<file path="config.mk">
export PLATFORM = sky130hd
export DESIGN_NAME = tdc_ctrl
export DESIGN_NICKNAME = d
export VERILOG_FILES = /design/src/rtl/tdc_pkg.sv /design/src/rtl/tdc_cal_avg.sv /design/src/rtl/tdc_ctrl.sv
export SDC_FILE = /design/constraint.sdc
export NUM_CORES = 1
export LEC_CHECK = 0
export ABC_AREA = 1
export ABC_CLOCK_PERIOD_IN_PS = 6600
export CORE_ASPECT_RATIO = 0.75
export CORE_MARGIN = 8
export CORE_UTILIZATION = 30
export DETAILED_ROUTE_END_ITERATION = 8
export GPL_TIMING_DRIVEN = 0
export SETUP_SLACK_MARGIN = 0.4
export SLEW_MARGIN = 0
export SYNTH_ARGS = -nofsm -noshare
export SYNTH_HDL_FRONTEND = slang
export SYNTH_SLANG_ARGS = --single-unit
</file>
<file path="constraint.sdc">
create_clock -name clk -period 6.6 [get_ports clk]
set_clock_uncertainty 0.15 [all_clocks]
set_input_delay 1.65 -clock clk [delete_from_list [all_inputs] [get_ports clk]]
set_output_delay 1.65 -clock clk [all_outputs]
set_load 0.005 [all_outputs]
</file>
<file path="src/rtl/tdc_pkg.sv">
// Shared TDC controller types: FSM state encoding and TDC word width.
// No logic here; imported by the controller and its calibration averager.
package tdc_pkg;

  localparam int TDC_W    = 12;
  localparam int RSTP_CYC = 2;

  typedef enum logic [2:0] {
    ST_IDLE,
    ST_RSTP,
    ST_SETTLE,
    ST_CAL,
    ST_RUN
  } tdc_state_t;

endpackage

</file>
<file path="src/rtl/tdc_cal_avg.sv">
// Calibration averager: sums 2^CAL_LOG2 strobed samples, then registers the truncated mean.
// Mean and done update on the edge of the final sample; no backpressure, clr wins over smp.
module tdc_cal_avg
  import tdc_pkg::*;
#(
  parameter int CAL_LOG2 = 4
) (
  input  logic             clk,
  input  logic             rst,
  input  logic             clr,
  input  logic             smp,
  input  logic [TDC_W-1:0] din,
  output logic             last,
  output logic             done,
  output logic [TDC_W-1:0] mean
);

  localparam int ACC_W = TDC_W + CAL_LOG2;

  logic [ACC_W-1:0]    acc;
  logic [ACC_W-1:0]    sum;
  logic [CAL_LOG2-1:0] cnt;

  // Sized so 2^CAL_LOG2 samples of full-scale cannot overflow.
  assign sum  = acc + ACC_W'(din);
  assign last = smp && (cnt == '1);

  always_ff @(posedge clk or posedge rst) begin
    if (rst) begin
      acc  <= '0;
      cnt  <= '0;
      done <= 1'b0;
      mean <= '0;
    end else if (clr) begin
      acc  <= '0;
      cnt  <= '0;
      done <= 1'b0;
    end else if (smp) begin
      if (cnt == '1) begin
        mean <= TDC_W'(sum >> CAL_LOG2);
        done <= 1'b1;
        acc  <= '0;
        cnt  <= '0;
      end else begin
        acc <= sum;
        cnt <= cnt + 1'b1;
      end
    end
  end

endmodule

</file>
<file path="src/rtl/tdc_ctrl.sv">
// TDC session controller: reset pulse, settle, calibrate (mean word), then stream words.
// All outputs registered; stop > recal > start, requests outside their state are dropped.
module tdc_ctrl
  import tdc_pkg::*;
#(
  parameter int SETTLE_CYC = 4,
  parameter int CAL_LOG2   = 4
) (
  input  logic             clk,
  input  logic             rst,
  input  logic             start,
  input  logic             stop,
  input  logic             recal,
  input  logic [TDC_W-1:0] tdc_word,
  output logic             tdc_rst,
  output logic             tdc_en,
  output logic [TDC_W-1:0] word_out,
  output logic             word_valid,
  output logic [TDC_W-1:0] period_avg,
  output logic             cal_done,
  output logic             busy
);

  tdc_state_t state;
  logic [7:0] cnt;
  logic       cal_clr;
  logic       cal_smp;
  logic       cal_last;

  // Accumulator is cleared on the edge that enters CAL; a stop abandons the last sample.
  assign cal_clr = !stop &&
                   (((state == ST_SETTLE) && (cnt == 8'(SETTLE_CYC - 1))) ||
                    ((state == ST_RUN) && recal));
  assign cal_smp = (state == ST_CAL) && !stop;

  tdc_cal_avg #(
    .CAL_LOG2(CAL_LOG2)
  ) u_cal_avg (
    .clk (clk),
    .rst (rst),
    .clr (cal_clr),
    .smp (cal_smp),
    .din (tdc_word),
    .last(cal_last),
    .done(cal_done),
    .mean(period_avg)
  );

  always_ff @(posedge clk or posedge rst) begin
    if (rst) begin
      state      <= ST_IDLE;
      cnt        <= '0;
      tdc_rst    <= 1'b1;
      tdc_en     <= 1'b0;
      busy       <= 1'b0;
      word_out   <= '0;
      word_valid <= 1'b0;
    end else if (stop && (state != ST_IDLE)) begin
      state      <= ST_IDLE;
      cnt        <= '0;
      tdc_rst    <= 1'b1;
      tdc_en     <= 1'b0;
      busy       <= 1'b0;
      word_valid <= 1'b0;
    end else begin
      word_valid <= 1'b0;
      case (state)
        ST_IDLE: begin
          if (start && !stop) begin
            state <= ST_RSTP;
            cnt   <= '0;
            busy  <= 1'b1;
          end
        end
        ST_RSTP: begin
          if (cnt == 8'(RSTP_CYC - 1)) begin
            state   <= ST_SETTLE;
            cnt     <= '0;
            tdc_rst <= 1'b0;
            tdc_en  <= 1'b1;
          end else begin
            cnt <= cnt + 8'd1;
          end
        end
        ST_SETTLE: begin
          if (cnt == 8'(SETTLE_CYC - 1)) begin
            state <= ST_CAL;
            cnt   <= '0;
          end else begin
            cnt <= cnt + 8'd1;
          end
        end
        ST_CAL: begin
          if (cal_last) begin
            state <= ST_RUN;
          end
        end
        ST_RUN: begin
          if (recal) begin
            state <= ST_CAL;
          end else begin
            word_out   <= tdc_word;
            word_valid <= 1'b1;
          end
        end
        default: begin
          state   <= ST_IDLE;
          cnt     <= '0;
          tdc_rst <= 1'b1;
          tdc_en  <= 1'b0;
          busy    <= 1'b0;
        end
      endcase
    end
  end

endmodule

</file>
After elaboration in Yosys (flattened, before gate mapping)
Index checks and enable logic that the tools add are counted.
{ "op_classes": {"div_mod_pow": 0, "eq_ne": 15, "addsub": 3, "multipliers": 0, "shifts": 0, "n_bitwise": 3, "n_mux": 33, "order_cmp": 0, "n_reduce_logical": 23} }
{ "ops": {"columns": ["operator", "n"], "rows": [
  ["16-bit 2-to-1 mux", 3],
  ["8-bit 2-to-1 mux", 4],
  ["8-bit case mux with 4 select lines", 1],
  ["3-bit 2-to-1 mux", 6],
  ["16-bit by 12-bit adder with 16-bit output", 1],
  ["3-bit case mux with 5 select lines", 1],
  ["1-bit 2-to-1 mux", 12],
  ["4-bit 2-to-1 mux", 3],
  ["8-bit by 1-bit adder with 8-bit output, second input constant", 1],
  ["8-bit by 1-bit equality test with 1-bit output, second input constant", 1],
  ["8-bit by 2-bit equality test with 1-bit output, second input constant", 1],
  ["2-bit AND reduction", 4],
  ["4-bit OR reduction", 2],
  ["1-bit logical AND", 7],
  ["3-bit by 2-bit equality test with 1-bit output, second input constant", 2],
  ["2-bit by 1-bit != test with 1-bit output, second input constant", 3],
  ["3-bit by 2-bit != test with 1-bit output, second input constant", 2],
  ["3-bit != test, second input constant", 2],
  ["1-bit case mux with 2 select lines", 3],
  ["3-bit AND reduction", 2],
  ["5-bit AND reduction", 1],
  ["4-bit by 1-bit adder with 4-bit output, second input constant", 1],
  ["4-bit equality test, second input constant", 1],
  ["2-bit nonzero test", 2],
  ["9 further kinds", 11]
]} }
{ "word_totals": {"n_memories": 0, "inputBits": 17, "reg_bits": 60, "wordCells": 88, "latch_bits": 0, "mem_bits_rw": 0, "out_inout_bits": 29, "romBits": 0} }

Logic depth before layout (Yosys ltp)
Gate-level depths: netlist of the first run.
{ "logic_depth": {"ltp_word": 6, "depth_mapped": 11, "ltp_nobuf": 11} }

Modules after synthesis
From an unflattened synthesis of the first run, not the netlist that was laid out.
{ "hier_totals": {"hier_cells": 516, "hier_area_um2": 3686.0} }
{ "by_module_without_submodules": {"columns": ["mod", "cells_each", "area_each_um2", "seq_area_each_um2", "instances"], "rows": [
  ["tdc_cal_avg", 315, 2157.1, 825.8, 1],
  ["tdc_ctrl", 201, 1529.0, 676.9, 1]
]} }

Least setup slack after synthesis of the first run
Ideal clock, no wire load.
{ "synth_path": {"path_type": "in2reg", "startpoint": "input port tdc_word[0]", "endpoint": "register u_cal_avg.acc[8]", "stages": 10, "arrival_ns": 2.958, "slack_ns": 3.375, "path_cell_list": "ha_1 inv_1 fa_1 inv_1 nand3_1 nand3_1 a21oi_1 or2_2 nand3_1 nand2_1"} }
{ "synth_between": {"elab_chain_len": 4} }
{ "synth_lines": {"columns": ["item", "line", "source"], "rows": [
  ["start: declaration", "tdc_ctrl.sv:14", "input logic [TDC_W-1:0] tdc_word,"],
  ["16-bit by 12-bit adder with 16-bit output", "tdc_cal_avg.sv:25", "assign sum = acc + ACC_W'(din);"],
  ["16-bit 2-to-1 mux", "tdc_cal_avg.sv:39", "if (cnt == '1) begin"],
  ["16-bit 2-to-1 mux", "tdc_cal_avg.sv:38", "end else if (smp) begin"],
  ["16-bit 2-to-1 mux", "tdc_cal_avg.sv:34", "end else if (clr) begin"],
  ["end signal: assignment", "tdc_cal_avg.sv:45", "acc <= sum;"],
  ["end: declaration", "tdc_cal_avg.sv:20", "logic [ACC_W-1:0] acc;"]
]} }
No other way between the ends. The select of a mux whose other input is x is not followed.
A chain may end at the register's enable or synchronous reset.

Final worst setup path of the first run
{ "layout_path": {"startpoint": "input port tdc_word[0]", "endpoint": "register u_cal_avg.mean[4]"} }
{ "layout_between": {"elab_chain_len": 1} }
{ "layout_lines": {"columns": ["item", "line", "source"], "rows": [
  ["16-bit by 12-bit adder with 16-bit output", "tdc_cal_avg.sv:25", null],
  ["end signal: assignment", "tdc_cal_avg.sv:40", "mean <= TDC_W'(sum >> CAL_LOG2);"],
  ["end: declaration", "tdc_cal_avg.sv:15", "output logic [TDC_W-1:0] mean"]
]} }
No other way between the ends.

==> flow_summary.ini, run 1 <==
[cells_and_area]
post-route-util = 0.3883
stdcell_area_um2 = 4493
syn2layout_area_growth_pct = 26.89
diodes = 0
layout-drive-gt1-share = 0.07904
final_nets = 572

[job]
maxCapViolCount = 0

[drt]
vias_per_cell = 4.531
drt-total-wl_um = 9232
post-route-drc-count = 0
wl_per_cell_um = 13.08
drt-pass1-iter-count = 5
vias = 3199
drtIter0Drc = 215
ant_nets = 0

[placed_design]
place.gp.congestion = 0.8515
placed_area_um2 = 4214
dp_slack_ns = 2.611
portBuffers = 45
hpwl_um = 6983

[clock_network]
cts_setup_buffers = 0
cts_buffers = 9
cts.reportedPaths.clkPinSlew_ns = 0.06
cts.sinks = 60
clk_path_buf_depth = 2
cts_hold_buf = 0
cts_root_buf = clkbuf_16
cts_tree = built
clk-insertion-delay-late_ns = 0.33
ctsResizeCount = 0
cts_max_level = 3

[critical_path]
startpoint_type = input pin
crit_top_cell = nand3_1
worstPathCellList = clkdlybuf4s50_1, ha_1, inv_1, fa_1, inv_1, nand3_1, nand3_1, a21oi_1, or2_2, nand3_1, nand2_1
endpoint_kind = flip-flop
slowest_stage = clkdlybuf4s50_1
cpPeakStageDelay_ns = 0.51
critPathKind = in2reg
critPathMaxFanout = 3
cp.required_ns = 6.67
worst_ep_arrival_time_ns = 3.74

[pwr]
pwr_density_cell_nw_per_um2 = 357.5
p_leak_uw = 0.002407
peakVddDrop_v = 0.0001516

[floorplanning]
start_util = 0.3060
ios = 46
die_x_um = 141.5
num_rows = 34
core_area_um2 = 11570
dieArea_um2 = 15570
die_h_um = 110.1

[synthesis]
synth_xor_area_frac = 0.02968
synthTopCellsByCount = 195 x nand2_1, 59 x dfrtp_1, 59 x inv_1, 57 x nand3_1, 22 x nor2_1
synth_area_per_cell_um2 = 7.346
synthArstFlopShare = 1.000
synth_cells = 482
synthFlopType = dfrtp_1
synth-simple-area-share = 0.3527
ys_seq_elements = 60
synthAdderAreaFrac = 0.05866
yosysTopAreaCellShare = 0.4170
synthTopCellsByArea = dfrtp_1 42%, nand2_1 21%, nand3_1 8.1%
synth_edf_count = 0
synth_compound_area_frac = 0.04417
netlist.top_cell.by_area = dfrtp_1
synth_top_family_by_area = simple AND/OR/NAND/NOR gates
syn_nets = 515
yosys_warnings = 0
netlist_area_um2 = 3541
synth.area.mux_share = 0
ys_seq_area_frac = 0.4244
synth_cell_types = 34
synth.most_common_cell = nand2_1

[timing]
rsz0062_at_grt = no
fin_crit_sh = 0.5554
drv_slew = 0
worst_slack_ns = 2.934
period_needed_ns = 3.666
setup-violations-final = 0
tns_ns = 0
worstMarginPinSlew_ns = 0.6044
hold_viol = 0
relSlewSlack = 0.5965
max_freq_mhz = 272.8

[global_route]
grt_max_degree = 35
grt_use_total = 0.1299
grt_pass1_vias = 3212
grt_pass1_wl_um = 15830
antenna_found_initial = 0
grt_overflow_total = 0

[run_status]
outcome = finished clean

[worst_hold_path]
hold_path_class = reg2reg
-- stage by stage --
stage / power (uW) / std cells / hold WS (ns)
final: 1606 / 706 / 0.3120
after global routing: 1746 / 706 / 0.3249
after CTS: 1618 / 706 / 0.3167
after detailed placement: 1169 / 690 / 0.3079
after global placement: 1146 / 689 / 0.2995
after floorplan: 1002 / 482 / 0.3012
-- placed cells by master, fill, tap and decap left out, drive strengths merged --
cell,instances
nand2,200
inv,63
dfrtp,59
nand3,58
clkdlybuf4s50,45
nor2,22
ha,15
xor2,10
clkbuf,10
buf,10
o21ai,8
a21oi,7
o22ai,7
nor3,7
clkinv,6
nand3b,2
nand4,2
xnor2,2
o21bai,2
or2,2
a21boi,1
and2,1
o21a,1
o31ai,1
fa,1
clkinvlp,1
dfstp,1
-- power by group --
part / internal [uW] / total [uW] / switching, uW / leakage [uW]
clock: 263 / 438 / 175 / 0.000138
combinational: 247 / 656 / 409 / 0.00147
sequential: 449 / 512 / 63.9 / 0.000799
total: 959 / 1610 / 647 / 0.00241
-- cells by family (layout without fill, tap and decap cells) --
logic type	after synthesis	after routing
AND/OR/NAND/NOR	294	294
buffers and inverters	73	135
flip-flops	60	60
AO/OA/AOI/OAI	27	27
adder cells (fa/ha/maj)	16	16
XOR/XNOR	12	12
-- layer usage --
| layer | vias up | global-route usage | share of wire |
|---|---|---|---|
| li1 | 1634 | - | - |
| met1 | 1473 | 0.1638 | 0.49 |
| met2 | 84 | 0.2027 | 0.43 |
| met3 | 8 | 0.05164 | 0.062 |
| met4 | 0 | 0.03896 | 0.014 |
| met5 | - | 0 | 0 |
-- flip-flops by register name, summed over array words and instances, names as in the netlist --
register        flops
state               3
u_cal_avg.cnt       4
word_valid          1
tdc_en              1
u_cal_avg.mean     12
u_cal_avg.acc      16
cnt                 8
u_cal_avg.done      1
word_out           12
busy                1
tdc_rst             1
-- area by class of cell --
cell class                      count  area, um^2
Fill cell                        1212        7078
Multi-Input combinational cell    349        1718
Sequential cell                    60        1503
Timing Repair Buffer               46       470.5
Inverter                           64       245.2
Clock buffer                       10       239.0
Tap cell                          162       202.7
Buffer                              9       75.07
Clock inverter                      6       40.04
-- worst paths after layout --
path	from	end	slack, ns	depth (start not counted)
max	tdc_word[0]	u_cal_avg.mean[4]	2.93	11
min	tdc_rst	tdc_rst	0.31	2
max reg2reg	u_cal_avg.acc[0]	u_cal_avg.mean[4]	4.43	10
min reg2reg	tdc_rst	tdc_rst	0.31	2
max in group asynchronous	rst	tdc_rst	4.08	3
min in group asynchronous	rst	word_valid	1.55	2
-- worst max-delay path, delay by kind of cell --
kind / cells / cell delay, ns
and+or+nand+nor: 5 / 0.67
adders and majority gates: 2 / 0.61
buffers and inverters: 3 / 0.67
AOI/OAI and AO/OA: 1 / 0.13
Power figures use the tool's default switching activity.
==> run 2, diff against run 1 <==
- ABC_CLOCK_PERIOD_IN_PS: 6600 -> 3070
- clock period: 6.6 -> 3.07 ns (I/O delays scaled with it)
==> run 2 against run 1 <==
Global-route usage about the same. Cell count up 0.42%. Critical path type unchanged. Combinational power up 120%. Count of clock-buffer cells in the layout unchanged. Wire length up 0.24%. Design area up 0.78%. Die area unchanged.
==> flow_summary.ini, run 2 (synthesized netlist as in run 1, its figures left out) <==
[drt]
drt-pass1-iter-count = 6
vias = 3182
dr_wl_met2_um = 4044
drtIter0Drc = 260
top_layer = met4
ant_nets = 0
wl_per_cell_um = 13.05
wl_met3_um = 486
post-route-drc-count = 0
wl_met1_um = 4643
drt-total-wl_um = 9254
vias_per_cell = 4.488

[timing]
max_freq_mhz = 405.4
holdWs_ns = 0.3120
rsz0062_at_grt = no
period_needed_ns = 2.467
relSlewSlack = 0.5963
fin_crit_sh = 0.8035
worst_slack_ns = 0.6033
tns_ns = 0
drv_slew = 0
worstMarginPinSlew_ns = 0.6047
hold_viol = 0
setup-violations-final = 0

[floorplanning]
dieArea_um2 = 15570
ios = 46
start_util = 0.3060
num_rows = 34
core_area_um2 = 11570
die_h_um = 110.1
die_x_um = 141.5

[critical_path]
critPathKind = in2reg
startpoint_type = input pin
cp.required_ns = 3.14
cpPeakStageDelay_ns = 0.49
worstPathCellList = clkdlybuf4s50_1, inv_1, fa_2, inv_1, nand3_1, nand3_2, a21oi_1, or2_2, nand3_1, nand2_1
slowest_stage = clkdlybuf4s50_1
critPathTopFamily = buffers and inverters
critPathMaxFanout = 3
worst_ep_arrival_time_ns = 2.54
endpoint_kind = flip-flop
r2r_setup_slack_ns = 1.07
critPathBufInv = 3

[global_route]
antenna_found_initial = 0
grt_pass1_vias = 3229
grt_overflow_total = 0
grt_use_total = 0.1303
grt_max_degree = 35
grt_pass1_wl_um = 15880

[clock_network]
cts_root_buf = clkbuf_16
cts_buffers = 9
cts.sinks = 60
cts_max_level = 3
clk-insertion-delay-late_ns = 0.33
cts.reportedPaths.clkPinSlew_ns = 0.06
clk_path_buf_depth = 2
cts_hold_buf = 0
cts_tree = built

[cells_and_area]
diodes = 0
final_common_cell = nand2_1
largest_register_ffs = 16
final_cells = 709
layout-drive-gt1-share = 0.08958
final_nets = 575
syn2layout_area_growth_pct = 27.88
fillerInstances = 1211
top_regs = u_cal_avg.acc (16), u_cal_avg.mean (12), word_out (12)
multi_input_area_um2 = 1728
regMostFlops = u_cal_avg.acc
final_cell_mix = 195 x nand2_1, 59 x dfrtp_1, 58 x inv_1
register_area_um2 = 1503

[pwr]
pwr_density_cell_nw_per_um2 = 767.7
peakVddDrop_v = 0.0003241
p_switching_uw = 1395
switching_share = 0.4013
internal-power_uw = 2081
comb_power_share = 0.413
seqPwrFrac = 0.317
clkPwrFrac = 0.270
p_leak_uw = 0.002435

[placed_design]
dp_cells = 690
hpwl_um = 6983
dp_slack_ns = -0.03652
place.gp.congestion = 0.8515
portBuffers = 45

[run_status]
outcome = finished clean

[job]
maxCapViolCount = 0

[worst_hold_path]
hold_path_class = reg2reg
[run 2: worst paths after layout]
check | startpoint | to | cells past startpoint
setup / recovery | tdc_word[1] | u_cal_avg.mean[4] | 10
hold / removal | tdc_rst | tdc_rst | 2
setup reg to reg | u_cal_avg.acc[0] | u_cal_avg.mean[4] | 10
hold reg to reg | tdc_rst | tdc_rst | 2
max in group asynchronous | rst | tdc_rst | 3
min in group asynchronous | rst | word_valid | 2
[run 2: per-layer routing]
| layer | vias to the layer above | track usage |
|---|---|---|
| met1 | 1481 | 0.1636 |
| met5 | - | 0 |
| met3 | 4 | 0.05207 |
| li1 | 1639 | - |
| met4 | 0 | 0.03972 |
| met2 | 58 | 0.2041 |
[run 2: tightest hold or removal path, cell delays in order, from the launching register on]
cell,delay (ns)
dfstp_2,0.36
nand2_1,0.05
nand2_1,0.04
[run 2: power by group through the flow]
stage               clock (uW)  combinational (uW)  sequential [uW]
global placement             0                1360             1100
global route              1000                1650             1130
detailed placement           0                1400             1110
floorplan                    0                1080             1080
CTS                        969                1420             1100
finish                     939                1430             1100
[run 2: timing repair]
| action | in CTS | in global routing |
|---|---|---|
| pin swaps | 1 | 1 |
| resized for setup | 2 | 2 |
| buffers inserted | 1 | 2 |
| setup endpoints to repair | 2 | 3 |
[run 2: layout make-up]
class | instances | share of cell area
flip-flops and latches | 60 | 0.3319
clock inverters | 6 | 0.008842
repair buffers | 49 | 0.1094
well taps | 162 | 0.04476
plain buffers | 9 | 0.01658
inverters | 64 | 0.05416
clock buffers | 10 | 0.05278
multi-input cells | 349 | 0.3816
[run 2: metrics by stage]
step / util / area, um^2 / total power, uW
finish: 0.3913 / 4528 / 3476
global route: 0.3913 / 4528 / 3785
CTS: 0.3896 / 4508 / 3489
detailed placement: 0.3642 / 4214 / 2513
global placement: 0.3625 / 4194 / 2463
floorplan: - / 3541 / 2155
==> run 3, diff against run 2 <==
- ABC_CLOCK_PERIOD_IN_PS: 3070 -> 2300
- clock period: 3.07 -> 2.3 ns (I/O delays scaled with it)
==> run 3 against run 2 <==
Core utilization is 2.8 points higher. Critical path depth is the same. Setup slack worse by 0.15 ns. Combinational power increased by 62%. Critical endpoint is now u_cal_avg.acc[8].
==> flow_summary.ini, run 3 (synthesized netlist as in run 1, its figures left out) <==
[clock_network]
cts_root_buf = clkbuf_16
cts_hold_buf = 0
cts.reportedPaths.clkPinSlew_ns = 0.06
cts_tree = built
cts_max_level = 3
clk_path_buf_depth = 2
cts_buffers = 9
cts.sinks = 60
clk-insertion-delay-late_ns = 0.34

[pwr]
p_leak_uw = 0.002644
pwr_density_cell_nw_per_um2 = 1095
peakVddDrop_v = 0.0004406

[floorplanning]
core_area_um2 = 11570
dieArea_um2 = 15570
die_h_um = 110.1
die_x_um = 141.5
num_rows = 34
ios = 46
start_util = 0.3060

[critical_path]
critPathMaxFanout = 3
r2r_setup_slack_ns = 0.45
r2r_end = u_cal_avg.acc[8]
startpoint_type = flip-flop
cpPeakStageDelay_ns = 0.39
critPathBufInv = 2
critPathTopFamily = simple AND/OR/NAND/NOR gates
r2r_start = u_cal_avg.acc[0]
r2r_cells = 10
cp_num_cells = 10
worstPathCellList = ha_4, inv_2, fa_2, inv_2, nand3_2, nand3_4, a21oi_4, or2_4, nand3_2, nand2_1
critPathKind = reg2reg
slowest_stage = dfrtp_1
cp.required_ns = 2.38
crit_path_start = u_cal_avg.acc[0]
endpoint_kind = flip-flop
worst_ep_arrival_time_ns = 1.93

[timing]
drv_slew = 0
max_freq_mhz = 540.2
relSlewSlack = 0.6100
worstMarginPinSlew_ns = 0.5838
rsz0062_at_grt = yes
fin_crit_sh = 0.8048
period_needed_ns = 1.851
tns_ns = 0
hold_viol = 0
setup-violations-final = 0
holdWs_ns = 0.3092

[global_route]
antenna_found_initial = 0
grt_max_degree = 61
grt_overflow_total = 0
grt_use_total = 0.1341
grt_pass1_wl_um = 16330
grt_pass1_vias = 3313

[job]
maxCapViolCount = 0

[drt]
vias = 3273
drtIter0Drc = 192
drt-total-wl_um = 9883
drt-pass1-iter-count = 4
ant_nets = 0
post-route-drc-count = 0
wl_per_cell_um = 13.76
vias_per_cell = 4.558

[cells_and_area]
largest_register_ffs = 16
final_common_cell = nand2_1
diodes = 0
syn2layout_area_growth_pct = 37.17
regMostFlops = u_cal_avg.acc
top_regs = u_cal_avg.acc (16), u_cal_avg.mean (12), word_out (12)
final_cell_mix = 183 x nand2_1, 58 x dfrtp_1, 52 x inv_1
post-route-util = 0.4198
layout-drive-gt1-share = 0.1996
final_nets = 584

[run_status]
outcome = finished clean

[worst_hold_path]
hold_depth = 2
hold_path_class = reg2reg
min-delay-start = tdc_rst
hold_end = tdc_rst

[placed_design]
place.gp.congestion = 0.8783
portBuffers = 45
hpwl_um = 6926
==> run 3: worst register-to-register path: stages, from the launching register on <==
cell     delay [ns]
dfrtp_1        0.39
ha_4           0.16
inv_2          0.04
fa_2           0.34
inv_2          0.08
nand3_2        0.08
nand3_4        0.10
a21oi_4        0.07
or2_4          0.24
nand3_2        0.06
nand2_1        0.05
==> run 3: repair_timing <==
action	4_1_cts	5_1_grt
cloned	0	0
gates resized for setup	61	46
setup buffers	5	7
pin swaps	3	16
setup endpoints to repair	60	33
==> run 3: area by class of cell <==
type / instances / area [um^2]
clock inverters: 4 / 72.57
plain buffers: 9 / 75.07
fillers: 1174 / 6714
inverters: 64 / 249.0
clock buffers: 12 / 246.5
flip-flops and latches: 60 / 1504
well taps: 162 / 202.7
repair buffers: 58 / 495.5
multi-input cells: 349 / 2012
==> run 3: worst max-delay path by stage <==
stage	slack, ns	endpoint
after floorplan	0.35	u_cal_avg.acc[8]
after global placement	-0.36	u_cal_avg.mean[4]
after detailed placement	-0.36	u_cal_avg.mean[4]
after CTS	0.41	cnt[6]
after global routing	0.35	u_cal_avg.acc[8]
final	0.45	u_cal_avg.acc[8]
==> run 3: power by group <==
| group | switching, uW | total (uW) | internal (uW) |
|---|---|---|---|
| combinational | 1360 | 2320 | 968 |
| sequential | 235 | 1520 | 1290 |
| clock | 493 | 1470 | 976 |
==> run 3: layer usage <==
layer | vias to the layer above | track usage | part of all wire | wire, um
met2 | 71 | 0.2144 | 0.46 | 4553
met1 | 1545 | 0.1695 | 0.48 | 4734
met5 | - | 0 | 0 | 0
met4 | 0 | 0.03667 | 0.0072 | 71
met3 | 7 | 0.04819 | 0.053 | 524
li1 | 1650 | - | - | -
==> run 3: through the flow <==
stage | worst slack (ns) | instances | instance area (um^2) | total power [uW]
after floorplan | 0.3519 | 482 | 3576 | 2914
after global placement | -0.3576 | 689 | 4229 | 3324
after detailed placement | -0.3608 | 689 | 4229 | 3386
after CTS | 0.4126 | 710 | 4676 | 5075
after global routing | 0.3488 | 718 | 4857 | 5746
final | 0.4490 | 718 | 4857 | 5318
